$ cat config.mk
export PLATFORM = sky130hd
export DESIGN_NAME = ps2_key_decoder
export DESIGN_NICKNAME = d
export VERILOG_FILES = /design/src/rtl/ps2_key_decoder.sv
export SDC_FILE = /design/constraint.sdc
export NUM_CORES = 1
export LEC_CHECK = 0
export ABC_AREA = 1
export BUFFER_PORTS_ARGS = -buffer_cell sky130_fd_sc_hd__buf_2
export CAP_MARGIN = 10
export CELL_PAD_IN_SITES_DETAIL_PLACEMENT = 1
export CELL_PAD_IN_SITES_GLOBAL_PLACEMENT = 2
export CORE_ASPECT_RATIO = 0.7
export CORE_MARGIN = 2
export CORE_UTILIZATION = 37
export CTS_CLUSTER_DIAMETER = 60
export DETAILED_ROUTE_END_ITERATION = 6
export HOLD_SLACK_MARGIN = 0.02
export PLACE_DENSITY_LB_ADDON = 0.1
export SYNTH_ARGS = -nofsm -noshare
export SYNTH_HDL_FRONTEND = slang
export SYNTH_SLANG_ARGS = --single-unit
$ cat constraint.sdc
create_clock -name clk_sys -period 3.5 [get_ports clk_sys]
set_clock_uncertainty 0.15 [all_clocks]
set_input_delay 0.175 -clock clk_sys [delete_from_list [all_inputs] [get_ports clk_sys]]
set_output_delay 0.175 -clock clk_sys [all_outputs]
set_load 0.01 [all_outputs]
$ cat src/rtl/ps2_key_decoder.sv
// PS/2 keyboard receiver: conditions the raw pins, deframes 11-bit frames and folds
// E0/F0 prefixes into single-cycle key events for the keyboard matrix block.
module ps2_key_decoder #(
    parameter int FILTER_LEN     = 8,
    parameter int TIMEOUT_CYCLES = 48000
) (
    input  logic       clk_sys,
    input  logic       reset,
    input  logic       ps2_clk,
    input  logic       ps2_data,
    output logic       key_strobe,
    output logic       key_pressed,
    output logic       key_extended,
    output logic [7:0] key_code,
    output logic       frame_err
);
    localparam int FW = $clog2(FILTER_LEN + 1);
    localparam int TW = $clog2(TIMEOUT_CYCLES + 1);

    typedef enum logic [1:0] {IDLE, DATA, PARITY, STOP} state_t;

    logic [1:0]    clk_s, dat_s;
    logic          clk_sync, dat_sync;
    logic          filt_clk;
    logic [FW-1:0] fcnt;
    logic          fall;

    state_t        state;
    logic [2:0]    bitcnt;
    logic [7:0]    shreg;
    logic          par;
    logic          ext, brk;
    logic [TW-1:0] tcnt;

    assign clk_sync = clk_s[1];
    assign dat_sync = dat_s[1];
    // The filter output drops on the FILTER_LEN-th consecutive low sample; that cycle is the fall.
    assign fall = filt_clk & ~clk_sync & (fcnt == FW'(FILTER_LEN - 1));

    function automatic logic is_discard(input logic [7:0] b);
        case (b)
            8'hAA, 8'hFA, 8'hEE, 8'hFE, 8'h00, 8'hFF: is_discard = 1'b1;
            default:                                  is_discard = 1'b0;
        endcase
    endfunction

    always_ff @(posedge clk_sys) begin
        if (reset) begin
            clk_s    <= 2'b11;
            dat_s    <= 2'b11;
            filt_clk <= 1'b1;
            fcnt     <= '0;
        end else begin
            clk_s <= {clk_s[0], ps2_clk};
            dat_s <= {dat_s[0], ps2_data};
            if (clk_sync != filt_clk) begin
                if (fcnt == FW'(FILTER_LEN - 1)) begin
                    filt_clk <= clk_sync;
                    fcnt     <= '0;
                end else begin
                    fcnt <= fcnt + 1'b1;
                end
            end else begin
                fcnt <= '0;
            end
        end
    end

    always_ff @(posedge clk_sys) begin
        if (reset) begin
            state        <= IDLE;
            bitcnt       <= '0;
            shreg        <= '0;
            par          <= 1'b0;
            ext          <= 1'b0;
            brk          <= 1'b0;
            tcnt         <= '0;
            key_strobe   <= 1'b0;
            key_pressed  <= 1'b0;
            key_extended <= 1'b0;
            key_code     <= '0;
            frame_err    <= 1'b0;
        end else begin
            key_strobe <= 1'b0;
            frame_err  <= 1'b0;
            if (state == IDLE) begin
                tcnt <= '0;
                if (fall && !dat_sync) begin
                    state  <= DATA;
                    bitcnt <= '0;
                end
            end else if (fall) begin
                tcnt <= '0;
                case (state)
                    DATA: begin
                        shreg  <= {dat_sync, shreg[7:1]};
                        bitcnt <= bitcnt + 1'b1;
                        if (bitcnt == 3'd7) state <= PARITY;
                    end
                    PARITY: begin
                        par   <= dat_sync;
                        state <= STOP;
                    end
                    default: begin
                        state <= IDLE;
                        // Good frame: stop high and odd parity over data plus parity bit.
                        if (!(dat_sync && (^{shreg, par}))) begin
                            frame_err <= 1'b1;
                            ext       <= 1'b0;
                            brk       <= 1'b0;
                        end else if (shreg == 8'hE0) begin
                            ext <= 1'b1;
                        end else if (shreg == 8'hF0) begin
                            brk <= 1'b1;
                        end else if (is_discard(shreg)) begin
                            ext <= 1'b0;
                            brk <= 1'b0;
                        end else begin
                            key_strobe   <= 1'b1;
                            key_code     <= shreg;
                            key_pressed  <= ~brk;
                            key_extended <= ext;
                            ext          <= 1'b0;
                            brk          <= 1'b0;
                        end
                    end
                endcase
            end else if (tcnt == TW'(TIMEOUT_CYCLES - 1)) begin
                state     <= IDLE;
                frame_err <= 1'b1;
                ext       <= 1'b0;
                brk       <= 1'b0;
                tcnt      <= '0;
            end else begin
                tcnt <= tcnt + 1'b1;
            end
        end
    end
endmodule

==> metrics.md, run 1 <==
| Metric | Value |
|---|---|
| Count of vias placed by the detailed router | 2109 |
| Total congestion overflow after global routing | 0 |
| Area of the core region | 6370 um2 |
| Maximum number of pins on one net before global-route repair | 25 |
| Post-synth top area cell | dfxtp_1 |
| FF+latch area | between 1000 and 1500 um2 |
| Cell depth of the worst min-delay path | 1 |
| Clock root cell | clkbuf_8 |
| Final critical path time including I/O delays and setup | 2.37 ns |
| Starting utilization of the core area | 39.0% |
| Port buffer count | 15 |
| Critical Path RT | between 3 and 4 ns |
| Critical-path maximum fanout | 18 |
| Vias in the first global route | 2060 |
| Kind of start point of the critical path | flip-flop |
| Slew Viols, Final | 0 |
| Cell area after synthesis | about 2500 um2 |
| Filler cells | around 830 |
| Overall routed net length | 5750 um |
| Data arrival at the endpoint of the critical path | 2.41 ns |
| Initial DRC count | 101 |
| Max Clk Rate | 422 MHz |
| Boundary pin count | 16 |
| Number of synthesized register bits | 53 |
| Number of standard-cell rows in the floorplan | 24 |
| Clock H-tree levels | 2 |
| Total design power | around 1.0 mW |
| Gates resized, CTS repair | 0 |
| Routed Antenna Nets | 0 |
| Leak pwr | 1.17 nW |
| Clock tree from TritonCTS | built |
| Synth warn | 0 |
| Layout cell share with drive strength beyond 1 | 13.7% |
| Number of buffers inserted during clock tree synthesis | 5 |
| Setup repair after global routing missed its margin | no |
| Placer's final routability congestion estimate | 0.773 |
| Share of the yosys chip area belonging to registers | a little over two fifths |
| Worst slew margin | 58.0% |
| CTS max path bufs | 2 |
| Type of the most critical hold path | reg -> reg |
| Slew at the pin closest to its max-slew limit | 0.628 ns |
| Count of maximum capacitance violations | 0 |
| Average wire per standard cell | 12.8 um |
| Layout overhead on the synthesized area | 11.5% |
| Number of enable flip-flop cells after synthesis | 0 |
| DIE AREA | 7390 um2 |
| Crit. End Element | flip-flop |
| Aggregate global-route resource usage | 17.3% |
| Multi-input combinational cell area | 1200 um2 |
| Die Wd | just over 100 um |
| Gate Count Post-Synth | 337 |
| Number of hold-slack violations in the final timing report | 0 |
| Maximum VDD drop | 0.155 mV |
| Setup bufs post-CTS | 0 |
| Number of cells on the worst reg-to-reg path | 8 |
| # setup viols final | 0 |
| Initial antenna violation count | 0 |
| Total power density per cell area | 379 nW/um2 |
| Run status | completed |
| Most instantiated cells after synthesis | nand2_1 (65), dfxtp_1 (53), nor2_1 (44), inv_1 (40), a21oi_1 (27) |
| Net count of the finished layout | about 370 |
| Share of the clock period used by the worst path after layout | about two thirds |
| Clock latency on the worst-skew pair | 0.31 ns |
| Async S/R FF share, synth | 0% |
| Clock Pin Slew Worst Setup and Hold Paths | around 0.10 ns |
| Vertical die dimension | 72.5 um |
| Yosys cell types | 32 |
| Most frequent cell after synthesis | nand2_1 |
| Nets in the synthesized netlist | 350 |
| Synth area leaders | dfxtp_1 (43%), nand2_1 (9.8%), nor2_1 (6.7%) |
| TritonRoute pass-1 iters | 4 |
| Most used flip-flop cell after synthesis | dfxtp_1 |
| Post-detailed-route DRC marker count | 0 |
| Clock sinks | 53 |
| Via density | about 4.7 |
| Detail Placement HPWL | 4300 um |
| Share of the synthesized area in the top cell type | 42.7% |
| Summed negative setup slack over all endpoints | 0 ns |
| Mapped Avg Cell Area | 7.37 um2 |
| Final antenna diode count | 0 |
| First-pass GRT wire length | 9910 um |
| Category of the most critical setup path | reg -> reg |
==> metrics by stage <==
| step | utilization (%) | cell area, um2 | hold WS, ns | std cells | setup WS [ns] |
|---|---|---|---|---|---|
| finish | 43.5 | 2770 | 0.272 | 448 | 1.13 |
| global route | 43.5 | 2770 | 0.296 | 448 | 0.839 |
| CTS | 43.5 | 2770 | 0.277 | 448 | 1.11 |
| detailed placement | 41.3 | 2630 | 0.210 | 437 | 1.13 |
| global placement | 41.3 | 2630 | 0.207 | 437 | 1.26 |
| floorplan | - | 2480 | 0.129 | 337 | 1.81 |
==> state kept, by name, summed over array words and instances, names as in the netlist <==
| register | cells |
|---|---|
| key_strobe | 1 |
| key_extended | 1 |
| ext | 1 |
| frame_err | 1 |
| clk_s | 2 |
| tcnt | 16 |
| brk | 1 |
| dat_s | 2 |
| key_code | 8 |
| filt_clk | 1 |
| state | 2 |
| shreg | 8 |
| key_pressed | 1 |
| par | 1 |
| fcnt | 4 |
| bitcnt | 3 |
==> power breakdown <==
group	internal (mW)	switching (mW)
clock network	0.215	0.209
logic	0.00752	0.0105
registers	0.605	0.00115
total	0.828	0.221
==> worst max-delay path: stages (launching register included) <==
cell	delay, ns
dfxtp_1	0.36
ha_1	0.22
nand4_1	0.26
inv_1	0.21
nand3_1	0.47
nor2_1	0.23
a21oi_1	0.11
o21ai_0	0.17
a21oi_1	0.06
==> layout make-up <==
class	count	area share, %
sequential	53	38.3
clock buffer	6	2.62
tap	91	4.11
timing repair buffer	20	4.34
multi-input combinational	232	43.2
clock inverter	2	1.40
inverter	44	5.96
==> worst paths after layout <==
path / startpoint / to / slack, ns
worst max-delay path: fcnt[0] / state[0] / 1.13
worst max register to register: fcnt[0] / state[0] / 1.13
worst min-delay path: dat_s[0] / dat_s[1] / 0.27
worst min register to register: dat_s[0] / dat_s[1] / 0.27
==> cells in the final DEF (no fill, tap or decap), types with 2 or more instances in the layout <==
cell / instances
nand4_1: 11
nor2_2: 6
dlygate4sd3_1: 3
buf_4: 2
nand3_1: 18
or2_0: 2
buf_2: 15
ha_1: 9
nor3_1: 7
nor2_1: 44
inv_2: 4
nand2_1: 65
or2_2: 5
clkbuf_8: 5
inv_1: 40
o21ai_0: 16
a21oi_1: 27
xor2_1: 4
dfxtp_1: 53
nand2_2: 5
xnor2_1: 3
==> kinds of logic (layout without fill, tap and decap cells) <==
family	count (synthesis)	in the layout	synth area share (%)
and+or+nand+nor	169	169	31.4
xor gates and xnor gates	7	7	2.47
buffers and inverters	52	72	9.02
DFF	53	53	42.7
AOI/OAI and AO/OA	47	47	9.83
adders and majority gates	9	9	4.54
==> per-layer routing <==
| layer | up-vias | GRT usage [%] | part of all wire (%) | routed length [um] |
|---|---|---|---|---|
| met4 | 0 | 5.33 | 1.3 | 73 |
| met2 | 28 | 24.7 | 39 | 2230 |
| met3 | 7 | 3.76 | 2.6 | 152 |
| met5 | - | 0 | 0 | 0 |
| met1 | 958 | 25.9 | 57 | 3290 |
| li1 | 1116 | - | - | - |
==> what timing repair did <==
item                       CTS  global route
hold buffers                 3             0
setup endpoints to repair    0             0
hold endpoints to repair     7             0
Power figures use the tool's default switching activity.
==> inputs of run 2 (changes only) <==
- CORE_UTILIZATION: 37 -> 31
- clock period: 3.5 -> 2.1 ns (I/O delays scaled with it)
==> metrics.md, run 2 (synthesis results as in run 1) <==
| Metric | Value |
|---|---|
| Worst slew margin | 74.7% (was 58.0%) |
| Initial DRC count | 82 (was 101) |
| Max reg flops | 16 (unchanged) |
| Final critical path time including I/O delays and setup | 1.86 ns (was 2.37 ns) |
| Startpoint of the worst-slack reg-to-reg timing path | tcnt[0] (was fcnt[0]) |
| CP Depth | 9 (was 8) |
| Number of standard-cell rows in the floorplan | 27 (was 24) |
| Finished Core Util | 36.8% (was 43.5%) |
| Post-detailed-route DRC marker count | 0 (unchanged) |
| First-pass GRT wire length | 10200 um (was 9910 um) |
| DIE AREA | 8750 um2 (was 7390 um2) |
| Clock sinks | 53 (unchanged) |
| Category of the most critical setup path | reg -> reg (unchanged) |
| Die Wd | 111 um (was 102 um) |
| Net count of the finished layout | 375 (was 369) |
| Aggregate global-route resource usage | 14.2% (was 17.3%) |
| Worst path cell trace | ha_1, nand2_1, nor3_2, and2_2, nand2_2, nor2_2, nand3_2, or2_0, a21oi_1 (was ha_1, nand4_1, inv_1, nand3_1, nor2_1, a21oi_1, o21ai_0, a21oi_1) |
| Critical Path RT | 2.17 ns (was 3.54 ns) |
| # setup viols final | 0 (unchanged) |
| Reg-to-reg slack, setup | 0.24 ns (was 1.13 ns) |
| Max Clk Rate | 539 MHz (was 422 MHz) |
| Overall routed net length | 5840 um (was 5750 um) |
| Share of the clock period used by the worst path after layout | 88.4% (was 67.7%) |
| Crit path buf inv count | 0 (was 1) |
| End of the critical path | tcnt[12] (was state[0]) |
| Boundary pin count | 16 (unchanged) |
| Clock latency on the worst-skew pair | 0.29 ns (was 0.31 ns) |
| Most frequent standard cell in the layout excluding fill and tap cells | nand2_1 (unchanged) |
| Endpoint of the worst register-to-register path | tcnt[12] (was state[0]) |
| Kind of start point of the critical path | flip-flop (unchanged) |
| Multi-input combinational cell area | 1220 um2 (was 1200 um2) |
| Clock Pin Slew Worst Setup and Hold Paths | 0.07 ns (was 0.10 ns) |
| Clock tree from TritonCTS | built (unchanged) |
| CTS max path bufs | 2 (unchanged) |
| Routed Antenna Nets | 0 (unchanged) |
| Summed negative setup slack over all endpoints | 0 ns (unchanged) |
| Detail Placement HPWL | 4180 um (was 4300 um) |
| Critical-path maximum fanout | 4 (was 18) |
| Cell-internal power | 1.46 mW (was 828 uW) |
| Average wire per standard cell | 12.6 um (was 12.8 um) |
| Post-Place Setup Slack | 0.169 ns (was 1.13 ns) |
| Registers with the most flip-flops | tcnt: 16 flops, key_code: 8 flops, shreg: 8 flops (unchanged) |
| Total design power | 1.85 mW (was 1.05 mW) |
| Area of the core region | 7800 um2 (was 6370 um2) |
| Slew Viols, Final | 0 (unchanged) |
| Number of buffers inserted during clock tree synthesis | 5 (unchanged) |
| Max stage delay cell, worst path | dfxtp_1 (was nand3_1) |
| Total power density per cell area | 646 nW/um2 (was 379 nW/um2) |
| Clock H-tree levels | 2 (unchanged) |
| Relative contribution of sequential cells to total power | 54.5% (was 57.8%) |
| Count of vias placed by the detailed router | 2159 (was 2109) |
| Count of maximum capacitance violations | 0 (unchanged) |
| Total congestion overflow after global routing | 0 (unchanged) |
| Type of the most critical hold path | in -> reg (was reg -> reg) |
| Final antenna diode count | 0 (unchanged) |
| Placer's final routability congestion estimate | 0.729 (was 0.773) |
| Vias in the first global route | 2187 (was 2060) |
| Number of cells on the worst reg-to-reg path | 9 (was 8) |
| Largest register by flop count | tcnt (unchanged) |
| Number of hold-slack violations in the final timing report | 0 (unchanged) |
| Starting utilization of the core area | 31.8% (was 39.0%) |
| TritonRoute pass-1 iters | 4 (unchanged) |
| Leak pwr | 1.21 nW (was 1.17 nW) |
| Setup repair after global routing missed its margin | no (unchanged) |
| Run status | completed (unchanged) |
| Maximum number of pins on one net before global-route repair | 24 (was 25) |
| Worst path top cell family by delay | simple AND/OR/NAND/NOR gates (unchanged) |
| Maximum VDD drop | 0.320 mV (was 0.155 mV) |
| Filler cells | 977 (was 834) |
| Clock network fraction of design power | 43.9% (was 40.5%) |
| FF+latch area | 1060 um2 (unchanged) |
| Commonest cells after routing, fill and taps aside | nand2_1 (65), dfxtp_1 (53), nor2_1 (43) (was nand2_1 (65), dfxtp_1 (53), nor2_1 (44)) |
| Data arrival at the endpoint of the critical path | 1.93 ns (was 2.41 ns) |
| Gate power share | 1.6% (was 1.7%) |
| Layout cell share with drive strength beyond 1 | 16.0% (was 13.7%) |
| Layout overhead on the synthesized area | 15.7% (was 11.5%) |
| Slew at the pin closest to its max-slew limit | 0.377 ns (was 0.628 ns) |
| Vertical die dimension | 78.9 um (was 72.5 um) |
| Fraction of power spent switching nets | 21.3% (was 21.0%) |
| Port buffer count | 15 (unchanged) |
| Clock root cell | clkbuf_16 (was clkbuf_8) |
| Start point of the critical path | tcnt[0] (was fcnt[0]) |
| Smallest setup slack after layout | 0.244 ns (was 1.13 ns) |
| Initial antenna violation count | 0 (unchanged) |
| Crit. End Element | flip-flop (unchanged) |
| Critical path's largest stage delay | 0.36 ns (was 0.47 ns) |
| Via density | 4.65 (was 4.71) |
| Switching component of the power | 395 uW (was 221 uW) |
-- run 2: worst min path at each step --
stage	slack [ns]	cells past startpoint	to	from
2_1_floorplan	0.06	1	clk_s[0]	ps2_clk
3_3_place_gp	0.14	2	dat_s[0]	ps2_data
3_5_place_dp	0.14	2	clk_s[0]	ps2_clk
4_1_cts	0.06	3	ext	reset
5_1_grt	0.09	3	bitcnt[1]	reset
6_report	0.06	3	ext	reset
-- run 2: power by group through the flow --
stage               sequential, mW  combinational, mW  clock (mW)
finish                        1.01             0.0303       0.814
global route                  1.01             0.0363       0.886
CTS                           1.01             0.0317       0.859
detailed placement            1.03             0.0287           0
global placement              1.03             0.0284           0
floorplan                     1.03             0.0178           0
-- run 2: layer usage --
layer / vias up / wire (um) / track usage [%]
li1: 1125 / - / -
met1: 1009 / 3180 / 20.2
met2: 20 / 2440 / 21.9
met3: 5 / 173 / 3.44
met4: 0 / 48 / 3.38
met5: - / 0 / 0
-- run 2: stage by stage --
step,hold slack [ns],area [um2],std cells
final,0.0564,2870,464
after global routing,0.0864,2870,464
after CTS,0.0607,2840,462
after detailed placement,0.142,2680,452
after global placement,0.141,2680,452
after floorplan,0.0588,2480,337
-- run 2: final cells by class --
cell class	instances	share of cell area, %
well taps	101	4.40
clock inverters	3	0.610
clock buffers	5	4.36
multi-input cells	233	42.6
repair buffers	25	5.40
flip-flops and latches	53	36.9
inverters	44	5.75
-- run 2: worst reg2reg max path: cells and delay by family (launching register included) --
family	cells	cell delay (ns)
adders and majority gates	1	0.17
AOI/OAI and AO/OA	1	0.12
and+or+nand+nor	7	1.00
DFF	1	0.36
-- run 2: what timing repair did --
action,4_1_cts,5_1_grt
hold buffers,2,0
resized for setup,0,3
setup buffers,0,1
endpoints found under the setup margin,0,5
endpoints found under the hold margin,2,0
